<file path="config.mk">
export PLATFORM = sky130hd
export DESIGN_NAME = alu_operand_loader_flat
export DESIGN_NICKNAME = d
export VERILOG_FILES = /design/src/rtl/alu_operand_loader_if.sv /design/src/rtl/alu_operand_loader.sv /design/src/flat_wrapper.sv
export SDC_FILE = /design/constraint.sdc
export NUM_CORES = 1
export LEC_CHECK = 0
export BUFFER_PORTS_ARGS = -buffer_cell sky130_fd_sc_hd__buf_2
export CAP_MARGIN = 10
export CORE_AREA = 10 10 64 79
export DETAILED_ROUTE_END_ITERATION = 6
export DIE_AREA = 0 0 74 89
export PLACE_DENSITY = 0.71
export SYNTH_ARGS = -nofsm -noshare
export SYNTH_HDL_FRONTEND = slang
export SYNTH_SLANG_ARGS = --single-unit
</file>
<file path="constraint.sdc">
create_clock -name i_clock -period 1.7 [get_ports i_clock]
set_input_delay 0.085 -clock i_clock [delete_from_list [all_inputs] [get_ports i_clock]]
set_output_delay 0.085 -clock i_clock [all_outputs]
set_load 0.05 [all_outputs]
</file>
<file path="src/rtl/alu_operand_loader_if.sv">
// Board-side bundle for the ALU operand loader: the switch bank, the three
// raw load buttons and the latched operand/opcode outputs.
//   i_sw      switch bank (quasi-static)
//   i_btn_*   raw load buttons for A, B and opcode (active high, async)
//   o_data_*  latched operands, o_op latched opcode
//   o_ready   level: full operand set loaded since reset
//   o_valid   one-cycle pulse: operand set complete or updated
//   o_op_err  one-cycle pulse: unsupported opcode rejected
// master = board/stimulus side, slave = loader side.
interface alu_operand_loader_if #(
  parameter int NB_DATA = 8,
  parameter int NB_OP   = 6
);
  logic [NB_DATA-1:0] i_sw;
  logic               i_btn_a;
  logic               i_btn_b;
  logic               i_btn_op;
  logic [NB_DATA-1:0] o_data_a;
  logic [NB_DATA-1:0] o_data_b;
  logic [NB_OP-1:0]   o_op;
  logic               o_ready;
  logic               o_valid;
  logic               o_op_err;

  modport master (
    output i_sw, i_btn_a, i_btn_b, i_btn_op,
    input  o_data_a, o_data_b, o_op, o_ready, o_valid, o_op_err
  );

  modport slave (
    input  i_sw, i_btn_a, i_btn_b, i_btn_op,
    output o_data_a, o_data_b, o_op, o_ready, o_valid, o_op_err
  );
endinterface

</file>
<file path="src/rtl/alu_operand_loader.sv">
// ALU operand loader: synchronizes and debounces the A/B/opcode load
// buttons, captures the switch bank into the matching register on each
// press, and flags complete operand sets and rejected opcodes.
// Ports:
//   i_clock  system clock, rising edge
//   i_reset  asynchronous active-low reset
//   bus      alu_operand_loader_if.slave (switches, buttons, results)
module alu_operand_loader #(
  parameter int NB_DATA         = 8,
  parameter int NB_OP           = 6,
  parameter int DEBOUNCE_CYCLES = 4,
  parameter int NB_CNT          = $clog2(DEBOUNCE_CYCLES)
) (
  input logic                 i_clock,
  input logic                 i_reset,
  alu_operand_loader_if.slave bus
);

  localparam logic [NB_CNT-1:0] CNT_LAST = NB_CNT'(DEBOUNCE_CYCLES - 1);

  // Channel index: 0 = A, 1 = B, 2 = opcode
  logic [2:0]             raw;
  logic [2:0]             sync1;
  logic [2:0]             sync2;
  logic [2:0]             stable;
  logic [2:0][NB_CNT-1:0] cnt;
  logic [2:0]             press;

  logic [NB_DATA-1:0] data_a;
  logic [NB_DATA-1:0] data_b;
  logic [NB_OP-1:0]   op;
  logic               loaded_a;
  logic               loaded_b;
  logic               loaded_op;
  logic               ready;
  logic               valid;
  logic               op_err;

  logic [NB_OP-1:0] op_code;
  logic             op_ok;
  logic             load_a;
  logic             load_b;
  logic             load_op;
  logic             bad_op;
  logic             all_next;

  assign raw = {bus.i_btn_op, bus.i_btn_b, bus.i_btn_a};

  always_ff @(posedge i_clock or negedge i_reset) begin
    if (!i_reset) begin
      sync1  <= '0;
      sync2  <= '0;
      stable <= '0;
      cnt    <= '0;
    end else begin
      sync1 <= raw;
      sync2 <= sync1;
      for (int unsigned i = 0; i < 3; i++) begin
        if (sync2[i] == stable[i]) begin
          cnt[i] <= '0;
        end else if (cnt[i] == CNT_LAST) begin
          stable[i] <= sync2[i];
          cnt[i]    <= '0;
        end else begin
          cnt[i] <= cnt[i] + NB_CNT'(1);
        end
      end
    end
  end

  // A press is the edge on which stable is about to go 0->1, so the load
  // lands on the same edge as the stable-level flip.
  always_comb begin
    press = '0;
    for (int unsigned i = 0; i < 3; i++) begin
      press[i] = ~stable[i] & sync2[i] & (cnt[i] == CNT_LAST);
    end
  end

  assign op_code = bus.i_sw[NB_OP-1:0];

  always_comb begin
    op_ok = 1'b0;
    case (op_code)
      NB_OP'(6'b100000), NB_OP'(6'b100010), NB_OP'(6'b100100),
      NB_OP'(6'b100101), NB_OP'(6'b100110), NB_OP'(6'b000011),
      NB_OP'(6'b000010), NB_OP'(6'b100111): op_ok = 1'b1;
      default:                              op_ok = 1'b0;
    endcase
  end

  assign load_a   = press[0];
  assign load_b   = press[1];
  assign load_op  = press[2] & op_ok;
  assign bad_op   = press[2] & ~op_ok;
  assign all_next = (loaded_a | load_a) & (loaded_b | load_b) & (loaded_op | load_op);

  always_ff @(posedge i_clock or negedge i_reset) begin
    if (!i_reset) begin
      data_a    <= '0;
      data_b    <= '0;
      op        <= '0;
      loaded_a  <= 1'b0;
      loaded_b  <= 1'b0;
      loaded_op <= 1'b0;
      ready     <= 1'b0;
      valid     <= 1'b0;
      op_err    <= 1'b0;
    end else begin
      if (load_a) begin
        data_a   <= bus.i_sw;
        loaded_a <= 1'b1;
      end
      if (load_b) begin
        data_b   <= bus.i_sw;
        loaded_b <= 1'b1;
      end
      if (load_op) begin
        op        <= op_code;
        loaded_op <= 1'b1;
      end
      ready  <= all_next;
      valid  <= (load_a | load_b | load_op) & all_next;
      op_err <= bad_op;
    end
  end

  assign bus.o_data_a = data_a;
  assign bus.o_data_b = data_b;
  assign bus.o_op     = op;
  assign bus.o_ready  = ready;
  assign bus.o_valid  = valid;
  assign bus.o_op_err = op_err;

endmodule

</file>
<file path="src/flat_wrapper.sv">
// flat-port wrapper written by rule: the top's interface ports become plain ports
module alu_operand_loader_flat 
#(
  parameter int NB_DATA         = 8,
  parameter int NB_OP           = 6,
  parameter int DEBOUNCE_CYCLES = 4,
  parameter int NB_CNT          = $clog2(DEBOUNCE_CYCLES)
)
  (i_clock, i_reset, bus_i_sw, bus_i_btn_a, bus_i_btn_b, bus_i_btn_op, bus_o_data_a, bus_o_data_b, bus_o_op, bus_o_ready, bus_o_valid, bus_o_op_err);
  alu_operand_loader_if #(.NB_DATA(NB_DATA), .NB_OP(NB_OP)) bus_i ();
  input logic i_clock;
  input logic i_reset;
  input wire logic [$bits(bus_i.i_sw)-1:0] bus_i_sw;
  input wire logic [$bits(bus_i.i_btn_a)-1:0] bus_i_btn_a;
  input wire logic [$bits(bus_i.i_btn_b)-1:0] bus_i_btn_b;
  input wire logic [$bits(bus_i.i_btn_op)-1:0] bus_i_btn_op;
  output wire logic [$bits(bus_i.o_data_a)-1:0] bus_o_data_a;
  output wire logic [$bits(bus_i.o_data_b)-1:0] bus_o_data_b;
  output wire logic [$bits(bus_i.o_op)-1:0] bus_o_op;
  output wire logic [$bits(bus_i.o_ready)-1:0] bus_o_ready;
  output wire logic [$bits(bus_i.o_valid)-1:0] bus_o_valid;
  output wire logic [$bits(bus_i.o_op_err)-1:0] bus_o_op_err;
  assign bus_i.i_sw = bus_i_sw;
  assign bus_i.i_btn_a = bus_i_btn_a;
  assign bus_i.i_btn_b = bus_i_btn_b;
  assign bus_i.i_btn_op = bus_i_btn_op;
  assign bus_o_data_a = bus_i.o_data_a;
  assign bus_o_data_b = bus_i.o_data_b;
  assign bus_o_op = bus_i.o_op;
  assign bus_o_ready = bus_i.o_ready;
  assign bus_o_valid = bus_i.o_valid;
  assign bus_o_op_err = bus_i.o_op_err;
  alu_operand_loader #(.NB_DATA(NB_DATA), .NB_OP(NB_OP), .DEBOUNCE_CYCLES(DEBOUNCE_CYCLES), .NB_CNT(NB_CNT)) u_core (.i_clock(i_clock), .i_reset(i_reset), .bus(bus_i));
endmodule
</file>
==> flow_metrics.tcl, run 1 <==
set metrics [dict create \
    power_leakage_nw 1.006 \
    setup_ws_ns 0.09246 \
    layout-drive-gt1-share_pct 47.44 \
    grtUsageTotal_pct 10.37 \
    maxCapViolations 0 \
    synthTopCellsByArea "dfrtp_1 67%, mux2_2 11%, ha_1 4.7%" \
    wl_per_cell_um 15.75 \
    worstRegToRegCells 5 \
    num_antenna_cells 0 \
    power_per_cell_area_nw_per_um2 1946 \
    synth_mux_area_share_pct 15.00 \
    drt_iter0_drc 56 \
    ys_async_sr_fraction_pct 100.0 \
    grt_max_degree 44 \
    yosysTopAreaCell "dfrtp_1" \
    fillers 316 \
    worstReg2RegEnd "u_core.bus.o_op[0]$_DFFE_PN0P_" \
    first_global_vias 1052 \
    syn_inst 107 \
    fin_crit_sh_pct 94.56 \
    p_comb_share_pct 45.6 \
    die_x_um 74 \
    grt_pass1_wl_um 5175 \
    rsz0062_at_grt "no" \
    clock-root-buffer "clkbuf_8" \
    r2r_setup_slack_ns 0.09 \
    io_pins 38 \
    power_frac_clock_pct 14.8 \
    numPortBuffers 37 \
    drcViolationCount 0 \
    die-area_um2 6586 \
    pre_cts_ws_ns -0.02052 \
    worst_pin_slew_ns 0.9172 \
    path_class "register to register" \
    post_layout_nonfiller_instances 196 \
    ys_warn_count 0 \
    synth_edf_count 0 \
    design_area_um2 1979 \
    grt_overflow_total 0 \
    switchingPower_mw 1.672 \
    ys_seq_area_share_pct 67.19 \
    dr.pass1.iters 4 \
    critPathLaunchType "register" \
    yosys_register_bits 43 \
    synth_top_area_share_pct 67.19 \
    dpl.hpwl_um 2317 \
    ir_worst_vdd_mv 1.165 \
    synth_top_family_by_area "multiplexers" \
    slew_violations 0 \
    slew_headroom_pct 38.85 \
    synth_compound_area_share_pct 4.141 \
    synth-simple-area-share_pct 6.641 \
    finalHoldViolCount 0 \
    antenna_found_initial 0 \
    swShare_pct 43.42 \
    synthesis.area_um2 1602 \
    clockBufferDepth 2 \
    crit_required_ns 1.87 \
    synth_nets 126 \
    r2r-start "u_core.stable[2]$_DFFE_PN0P_" \
    hold_end "u_core.bus.o_data_a[6]$_DFFE_PN0P_" \
    synth_most_common_cell "dfrtp_1" \
    critPathCaptureType "register" \
    synth-xor-area-share_pct 0 \
    fmax_mhz 622.1 \
    setup_viol 0 \
    clock-sinks 43 \
    clock_latency_ns 0.29 \
    cp_max_fo 7 \
    ctsHtreeMaxLevel 2 \
    start_util_pct 43.76 \
    final_antenna_net_count 0 \
    hold_depth 2 \
    synthTopCellsByCount "43 x dfrtp_1, 16 x mux2_2, 7 x inv_1, 6 x ha_1" \
    viasPerCell 5.026 \
    place_congestion 0.6724 \
    p_int_mw 2.179 \
    status "completed" \
    place_inst 186 \
    fin_nets 176 \
    final.min_clock_period_ns 1.608 \
    critPathArrivalTime_ns 1.78 \
    worstHoldStart "bus_i_sw[6]" \
    synthAdderAreaFrac_pct 4.688 \
    area_delta_synth_final_pct 23.59 \
    clkSlewWorstSetupHoldPaths_ns 0.07 \
    vias 985 \
    synth_ff_type "dfrtp_1" \
    wirelength_um 3087 \
    skew_ns 0.003052 \
    hold_class "primary input to register" \
    synth.avg_cell_area_um2 14.97 \
    rows 25 \
    cts_buffers 5 \
    post_dp_cell_area_um2 1848 \
    die_y_um 89 \
    cts_tree "done" \
    synthDistinctLibCells 17 \
    coreArea_um2 3660 \
    p_seq_share_pct 39.5 \
]
[worst max path at each step]
stage | from | end | depth (start not counted)
floorplan | u_core.stable[2]$_DFFE_PN0P_ | u_core.bus.o_op[0]$_DFFE_PN0P_ | 6
global placement | u_core.stable[2]$_DFFE_PN0P_ | u_core.bus.o_op[1]$_DFFE_PN0P_ | 6
detailed placement | u_core.stable[2]$_DFFE_PN0P_ | u_core.bus.o_op[1]$_DFFE_PN0P_ | 6
CTS | u_core.stable[2]$_DFFE_PN0P_ | u_core.bus.o_op[2]$_DFFE_PN0P_ | 6
global route | u_core.stable[2]$_DFFE_PN0P_ | u_core.bus.o_op[5]$_DFFE_PN0P_ | 5
finish | u_core.stable[2]$_DFFE_PN0P_ | u_core.bus.o_op[0]$_DFFE_PN0P_ | 5
[layer usage]
layer  vias to the layer above  global-route usage (%)  part of all wire, %
met5                         -                       0                    0
met4                         0                   5.603                  2.2
met3                         7                   4.889                  8.0
met2                        19                   16.93                   53
met1                       498                   10.73                   37
li1                        461                       -                    -
[cells by family (layout without fill, tap and decap cells)]
kind of cell | after synthesis | after routing
compound gates | 10 | 10
flops | 43 | 43
mux | 20 | 20
simple gates | 20 | 20
fa+ha+maj | 6 | 6
buf+inv | 8 | 57
[area by class of cell]
type / count / area (um2) / share of cell area (%)
sequential: 43 / 1076 / 54.36
multi-input combinational: 56 / 506.7 / 25.60
timing repair buffer: 44 / 247.7 / 12.52
clock buffer: 6 / 72.57 / 3.666
tap: 40 / 50.05 / 2.528
inverter: 7 / 26.28 / 1.327
[critical path, stage by stage, from the launching register on]
cell and delay, ns:
dfrtp_1 0.38, inv_2 0.07, ha_4 0.13, nand2_2 0.05, or4_4 0.55, mux2_4 0.32
[state kept, by name, indices dropped and copies added (netlist names), 3 cells and up]
signal and flops:
u_core.sync2 3, u_core.sync1 3, u_core.cnt 6, u_core.bus.o_data_a 8, u_core.bus.o_data_b 8, u_core.bus.o_op 6, u_core.stable 3
[layout by cell type, fill, tap and decap left out]
cell / instances
a21o_1: 1
a21oi_1: 5
a22oi_1: 1
a31o_2: 3
and2_2: 2
buf_2: 37
buf_4: 3
clkbuf_1: 1
clkbuf_8: 5
dfrtp_1: 43
dlygate4sd3_1: 4
ha_1: 5
ha_4: 1
inv_1: 6
inv_2: 1
mux2_2: 16
mux2_4: 4
nand2_1: 4
nand2_2: 1
nand2b_1: 3
nor2_1: 2
nor2b_1: 3
nor3_1: 4
or4_4: 1
[timing repair]
item | CTS | global route
hold buffers | 4 | 0
pin swaps | 2 | 1
setup buffers | 1 | 0
endpoints found under the hold margin | 46 | 0
setup endpoints to repair | 4 | 5
resized for setup | 6 | 0
[power by group through the flow]
stage / sequential [mW] / combinational [mW] / clock, mW
after floorplan: 2.37 / 0.480 / 0
after global placement: 1.52 / 1.71 / 0
after detailed placement: 1.54 / 1.76 / 0
after CTS: 1.53 / 1.79 / 0.596
after global routing: 1.57 / 1.88 / 0.635
final: 1.52 / 1.76 / 0.570
[stage by stage]
step           hold slack, ns  TNS (ns)  power [mW]  utilization [%]
6_report              0.04348         0       3.851            54.09
3_3_place_gp           0.1943         0       3.233            50.50
5_1_grt               0.03894         0       4.086            54.09
3_5_place_dp           0.1944  -0.06985       3.302            50.50
2_1_floorplan         -0.2106         0       2.850                -
4_1_cts               0.03404         0       3.912            54.39
Power figures use the tool's default switching activity.
==> run 2, diff against run 1 <==
Settings changed: CORE_AREA 10 10 64 79 to 10 10 63 77, CTS_BUF_LIST from default to sky130_fd_sc_hd__clkbuf_8, DIE_AREA 0 0 74 89 to 0 0 73 87, PLACE_DENSITY 0.71 to 0.74, SETUP_SLACK_MARGIN from default to 0.1.
==> run 2 against run 1 <==
Compared with the run above:
- global-route usage is 1.3 points higher
- setup slack worse by 0.12 ns
- the flow now finishes with violations (negative setup slack)
- via count is 6.0% higher
==> flow_metrics.tcl, run 2 (synthesis gave the netlist of run 1 again) <==
set metrics [dict create \
    cts_tree "done" \
    grt_overflow_total 0 \
    critPathLaunchType "register" \
    io_pins 38 \
    drt_iter0_drc 52 \
    hold_class "primary input to register" \
    antenna_found_initial 0 \
    swShare_pct 42.81 \
    coreArea_um2 3423 \
    setup_ws_ns -0.02417 \
    power_leakage_nw 1.079 \
    crit_buf_inv 2 \
    ir_worst_vdd_mv 1.516 \
    clock-sinks 43 \
    dpl.hpwl_um 2383 \
    grtUsageTotal_pct 11.64 \
    final_antenna_net_count 0 \
    finalHoldViolCount 0 \
    grt_max_degree 30 \
    cp_cell_sequence "inv_2, ha_4, nand2_2, or4_4, buf_6, mux2_4" \
    clock-root-buffer "clkbuf_8" \
    die_x_um 73 \
    wirelength_um 3335 \
    status "complete, but fails checks" \
    layout-drive-gt1-share_pct 53.85 \
    fillers 279 \
    rows 24 \
    use_met3_pct 6.164 \
    numPortBuffers 37 \
    clkSlewWorstSetupHoldPaths_ns 0.07 \
    regArea_um2 1076 \
    ctsHtreeMaxLevel 2 \
    whs_ns 0.03650 \
    crit_required_ns 1.88 \
    use_met2_pct 18.09 \
    p_int_mw 2.297 \
    critPathArrivalTime_ns 1.90 \
    final_common_cell "dfrtp_1" \
    cp_max_fo 5 \
    power_per_cell_area_nw_per_um2 1898 \
    layout_common_cells "43 x dfrtp_1, 37 x buf_2, 16 x mux2_2" \
    top_usage_layer "met2" \
    met1_usage_pct 12.24 \
    wl_per_cell_um 16.03 \
    worst_pin_slew_ns 0.6344 \
    multi_input_comb_area_um2 526.8 \
    p_seq_share_pct 38.1 \
    fin_nets 187 \
    die_y_um 87 \
    die-area_um2 6351 \
    slew_headroom_pct 57.70 \
    cts_buffers 5 \
    rsz0062_at_grt "yes" \
    final.min_clock_period_ns 1.724 \
    power_mw 4.016 \
    clock_latency_ns 0.29 \
    critPathCaptureType "register" \
    num_antenna_cells 0 \
    clockBufferDepth 2 \
    cpPeakStageDelay_ns 0.49 \
    start_util_pct 46.78 \
    maxCapViolations 0 \
    switchingPower_mw 1.720 \
    setup-tns-final_ns -0.08502 \
    skew_ns 0.002893 \
    grt_pass1_wl_um 5616 \
    path_class "register to register" \
    fin_crit_sh_pct 101.4 \
    cp_top_family "simple AND/OR/NAND/NOR gates" \
    fmax_mhz 580.0 \
    p_comb_share_pct 45.1 \
    violations "negative setup slack" \
    area_delta_synth_final_pct 32.11 \
    cp_slowest_cell "or4_4" \
    place_congestion 0.7767 \
    dr.pass1.iters 4 \
    first_global_vias 1174 \
    slew_violations 0 \
    power_frac_clock_pct 16.8 \
    drcViolationCount 0 \
    viasPerCell 5.019 \
    vias 1044 \
    setup_viol 4 \
]
[run 2: what timing repair did]
item,in CTS,in global routing
setup buffers,7,1
resized for setup,6,8
endpoints found under the setup margin,6,17
gates cloned,1,0
hold endpoints to repair,30,0
hold buffers,4,0
pin swaps,0,2
[run 2: final timing paths]
check | startpoint | slack [ns] | to | cells after the start
setup / recovery | u_core.stable[2]$_DFFE_PN0P_ | -0.02 | u_core.bus.o_op[2]$_DFFE_PN0P_ | 6
hold / removal | bus_i_sw[6] | 0.04 | u_core.bus.o_data_a[6]$_DFFE_PN0P_ | 2
setup reg to reg | u_core.stable[2]$_DFFE_PN0P_ | -0.02 | u_core.bus.o_op[2]$_DFFE_PN0P_ | 6
hold reg to reg | u_core.sync1[0]$_DFF_PN0_ | 0.35 | u_core.sync2[0]$_DFF_PN0_ | 0
max in group asynchronous | i_reset | 0.79 | u_core.cnt[5]$_DFF_PN0_ | 3
min in group asynchronous | i_reset | 0.35 | u_core.stable[1]$_DFFE_PN0P_ | 2
[run 2: layout make-up]
class / instances / area share [%]
Clock buffer: 7 / 4.554
Tap cell: 39 / 2.306
Inverter: 7 / 1.242
Sequential cell: 43 / 50.86
Timing Repair Buffer: 55 / 15.97
Multi-Input combinational cell: 56 / 24.90
Clock inverter: 1 / 0.1774
[run 2: per-layer routing]
metal,wire [um],vias up
met5,0,-
met4,100,0
met3,261,11
met2,1705,29
met1,1268,518
li1,-,486
[run 2: stage by stage]
stage	std cells	cell area (um2)	utilization, %	setup slack [ns]
floorplan	107	1602	-	0.07736
global placement	187	1862	54.39	0.05473
detailed placement	187	1862	54.39	-0.01128
CTS	207	2082	60.82	0.009888
global route	208	2116	61.81	-0.07768
finish	208	2116	61.81	-0.02417
[run 2: power by group through the flow]
stage | registers (mW) | clock network [mW] | logic, mW
finish | 1.53 | 0.675 | 1.81
global route | 1.58 | 0.741 | 1.95
CTS | 1.53 | 0.700 | 1.82
detailed placement | 1.55 | 0 | 1.77
global placement | 1.52 | 0 | 1.71
floorplan | 2.37 | 0 | 0.480
==> run 3, diff against run 2 <==
Settings changed: CORE_AREA 10 10 63 77 to 10 10 64 79, CTS_BUF_LIST sky130_fd_sc_hd__clkbuf_8 to sky130_fd_sc_hd__clkbuf_8 sky130_fd_sc_hd__clkbuf_16, CTS_CLUSTER_DIAMETER from default to 150, DIE_AREA 0 0 73 87 to 0 0 74 89, PLACE_DENSITY 0.74 to 0.71.
==> run 3 against run 2 <==
Compared with the run above:
- the flow now finishes without violations
- global-route usage decreased by 0.91 points
- sequential power barely moved
- critical path depth unchanged
- sequential share of layout area up 1.1 points
- via count is 6.1% lower
- utilization fell by 5.3 points
- maximum frequency up 1.5%
- non-clock buffer count shrank 8
- worst hold slack got worse by 0.0037 ns
- sequential cell count is the same
- clock skew rose by 0.0015 ns
- combinational power barely moved
==> flow_metrics.tcl, run 3 (synthesis gave the netlist of run 1 again) <==
set metrics [dict create \
    wl_per_cell_um 15.89 \
    layout-drive-gt1-share_pct 50.31 \
    setup_viol 0 \
    final_common_cell "dfrtp_1" \
    vias 980 \
    place_congestion 0.7579 \
    area_delta_synth_final_pct 29.22 \
    use_met2_pct 19.25 \
    power_leakage_nw 1.060 \
    setup_ws_ns 0.001430 \
    start_util_pct 43.76 \
    ctsHtreeMaxLevel 2 \
    ir_worst_vdd_mv 1.392 \
    power_per_cell_area_nw_per_um2 1986 \
    clock-root-buffer "clkbuf_8" \
    grt_max_degree 44 \
    die-area_um2 6586 \
    wirelength_um 3194 \
    layout_common_cells "43 x dfrtp_1, 38 x buf_2, 16 x mux2_2" \
    path_class "register to register" \
    cp_slowest_cell "or4_4" \
    crit_buf_inv 2 \
    fillers 302 \
    critPathCaptureType "register" \
    cts_tree "done" \
    post_dp_cell_area_um2 1876 \
    maxCapViolations 0 \
    antenna_found_initial 0 \
    cp_top_family "simple AND/OR/NAND/NOR gates" \
    first_global_vias 1138 \
    slew_headroom_pct 65.33 \
    rsz0062_at_grt "yes" \
    dpl.hpwl_um 2393 \
    fin_nets 179 \
    fin_crit_sh_pct 99.92 \
    finalHoldViolCount 0 \
    grtUsageTotal_pct 10.73 \
    clockBufferDepth 2 \
    cpPeakStageDelay_ns 0.49 \
    slew_violations 0 \
    viasPerCell 4.876 \
    num_antenna_cells 0 \
    io_pins 38 \
    drt_iter0_drc 48 \
    grt_pass1_wl_um 5354 \
    numPortBuffers 37 \
    pre_cts_ws_ns -0.02020 \
    skew_ns 0.004427 \
    design_area_um2 2069 \
    rows 25 \
    clkSlewWorstSetupHoldPaths_ns 0.08 \
    cts_buffers 5 \
    met1_usage_pct 10.03 \
    coreArea_um2 3660 \
    critPathLaunchType "register" \
    final.min_clock_period_ns 1.699 \
    clock-sinks 43 \
    die_y_um 89 \
    grt_overflow_total 0 \
    drcViolationCount 0 \
    top_usage_layer "met2" \
    die_x_um 74 \
    status "completed" \
    clock_latency_ns 0.29 \
    post_cts_buffers 0 \
    hold_class "primary input to register" \
    use_met3_pct 5.111 \
    dr.pass1.iters 4 \
    power_mw 4.110 \
    cp_max_fo 5 \
    worst_pin_slew_ns 0.5200 \
    final_antenna_net_count 0 \
    final_core_util_pct 56.55 \
    fmax_mhz 588.7 \
    crit_required_ns 1.88 \
    critPathArrivalTime_ns 1.88 \
    cp_cell_sequence "inv_2, ha_4, nand2_4, or4_4, buf_6, mux2_4" \
]
## run 3: cell types whose count changed in the layout (fill, tap and decap cells not counted), moves of 2 or more
cell and change:
nand2_2 -2, and2_4 -2, buf_4 -9, and2_2 +2
## run 3: path summary, 6_finish.rpt
path,slack [ns],to,cells after the start,from
min in group asynchronous,0.39,u_core.bus.o_data_a[1]$_DFFE_PN0P_,3,i_reset
hold reg to reg,0.35,u_core.sync2[2]$_DFF_PN0_,0,u_core.sync1[2]$_DFF_PN0_
setup / recovery,0.001,u_core.bus.o_op[5]$_DFFE_PN0P_,6,u_core.stable[2]$_DFFE_PN0P_
max in group asynchronous,0.96,u_core.bus.o_data_a[6]$_DFFE_PN0P_,3,i_reset
hold / removal,0.03,u_core.bus.o_data_a[7]$_DFFE_PN0P_,2,bus_i_sw[7]
setup reg to reg,0.001,u_core.bus.o_op[5]$_DFFE_PN0P_,6,u_core.stable[2]$_DFFE_PN0P_
## run 3: cell type report
type	instances	area, um2	share of cell area (%)
inverters	7	26.28	1.270
multi-input cells	56	515.5	24.91
clock inverters	2	35.03	1.693
flip-flops and latches	43	1076	52.00
well taps	40	50.05	2.418
clock buffers	6	82.58	3.990
repair buffers	47	284.0	13.72
## run 3: timing repair
item	CTS	global route
endpoints found under the setup margin	6	7
resized for setup	6	2
endpoints found under the hold margin	46	0
cloned	1	0
hold buffers	4	0
## run 3: stage by stage
step	instances	setup TNS (ns)	hold WS, ns
final	201	0	0.03285
after global routing	201	-0.2064	0.03574
after CTS	201	0	0.02418
after detailed placement	188	-0.06508	0.1832
after global placement	188	0	0.1691
after floorplan	107	0	-0.2106
## run 3: per-layer routing
metal,vias up,share of wire [%]
met4,0,1.4
met2,20,55
met3,6,7.1
met1,487,37
li1,467,-
met5,-,0
## run 3: power by group
| group | switching (mW) | leakage [nW] | internal, mW |
|---|---|---|---|
| combinational | 1.25 | 0.476 | 0.542 |
| clock | 0.325 | 0.0612 | 0.475 |
| sequential | 0.145 | 0.523 | 1.38 |
| total | 1.72 | 1.06 | 2.39 |
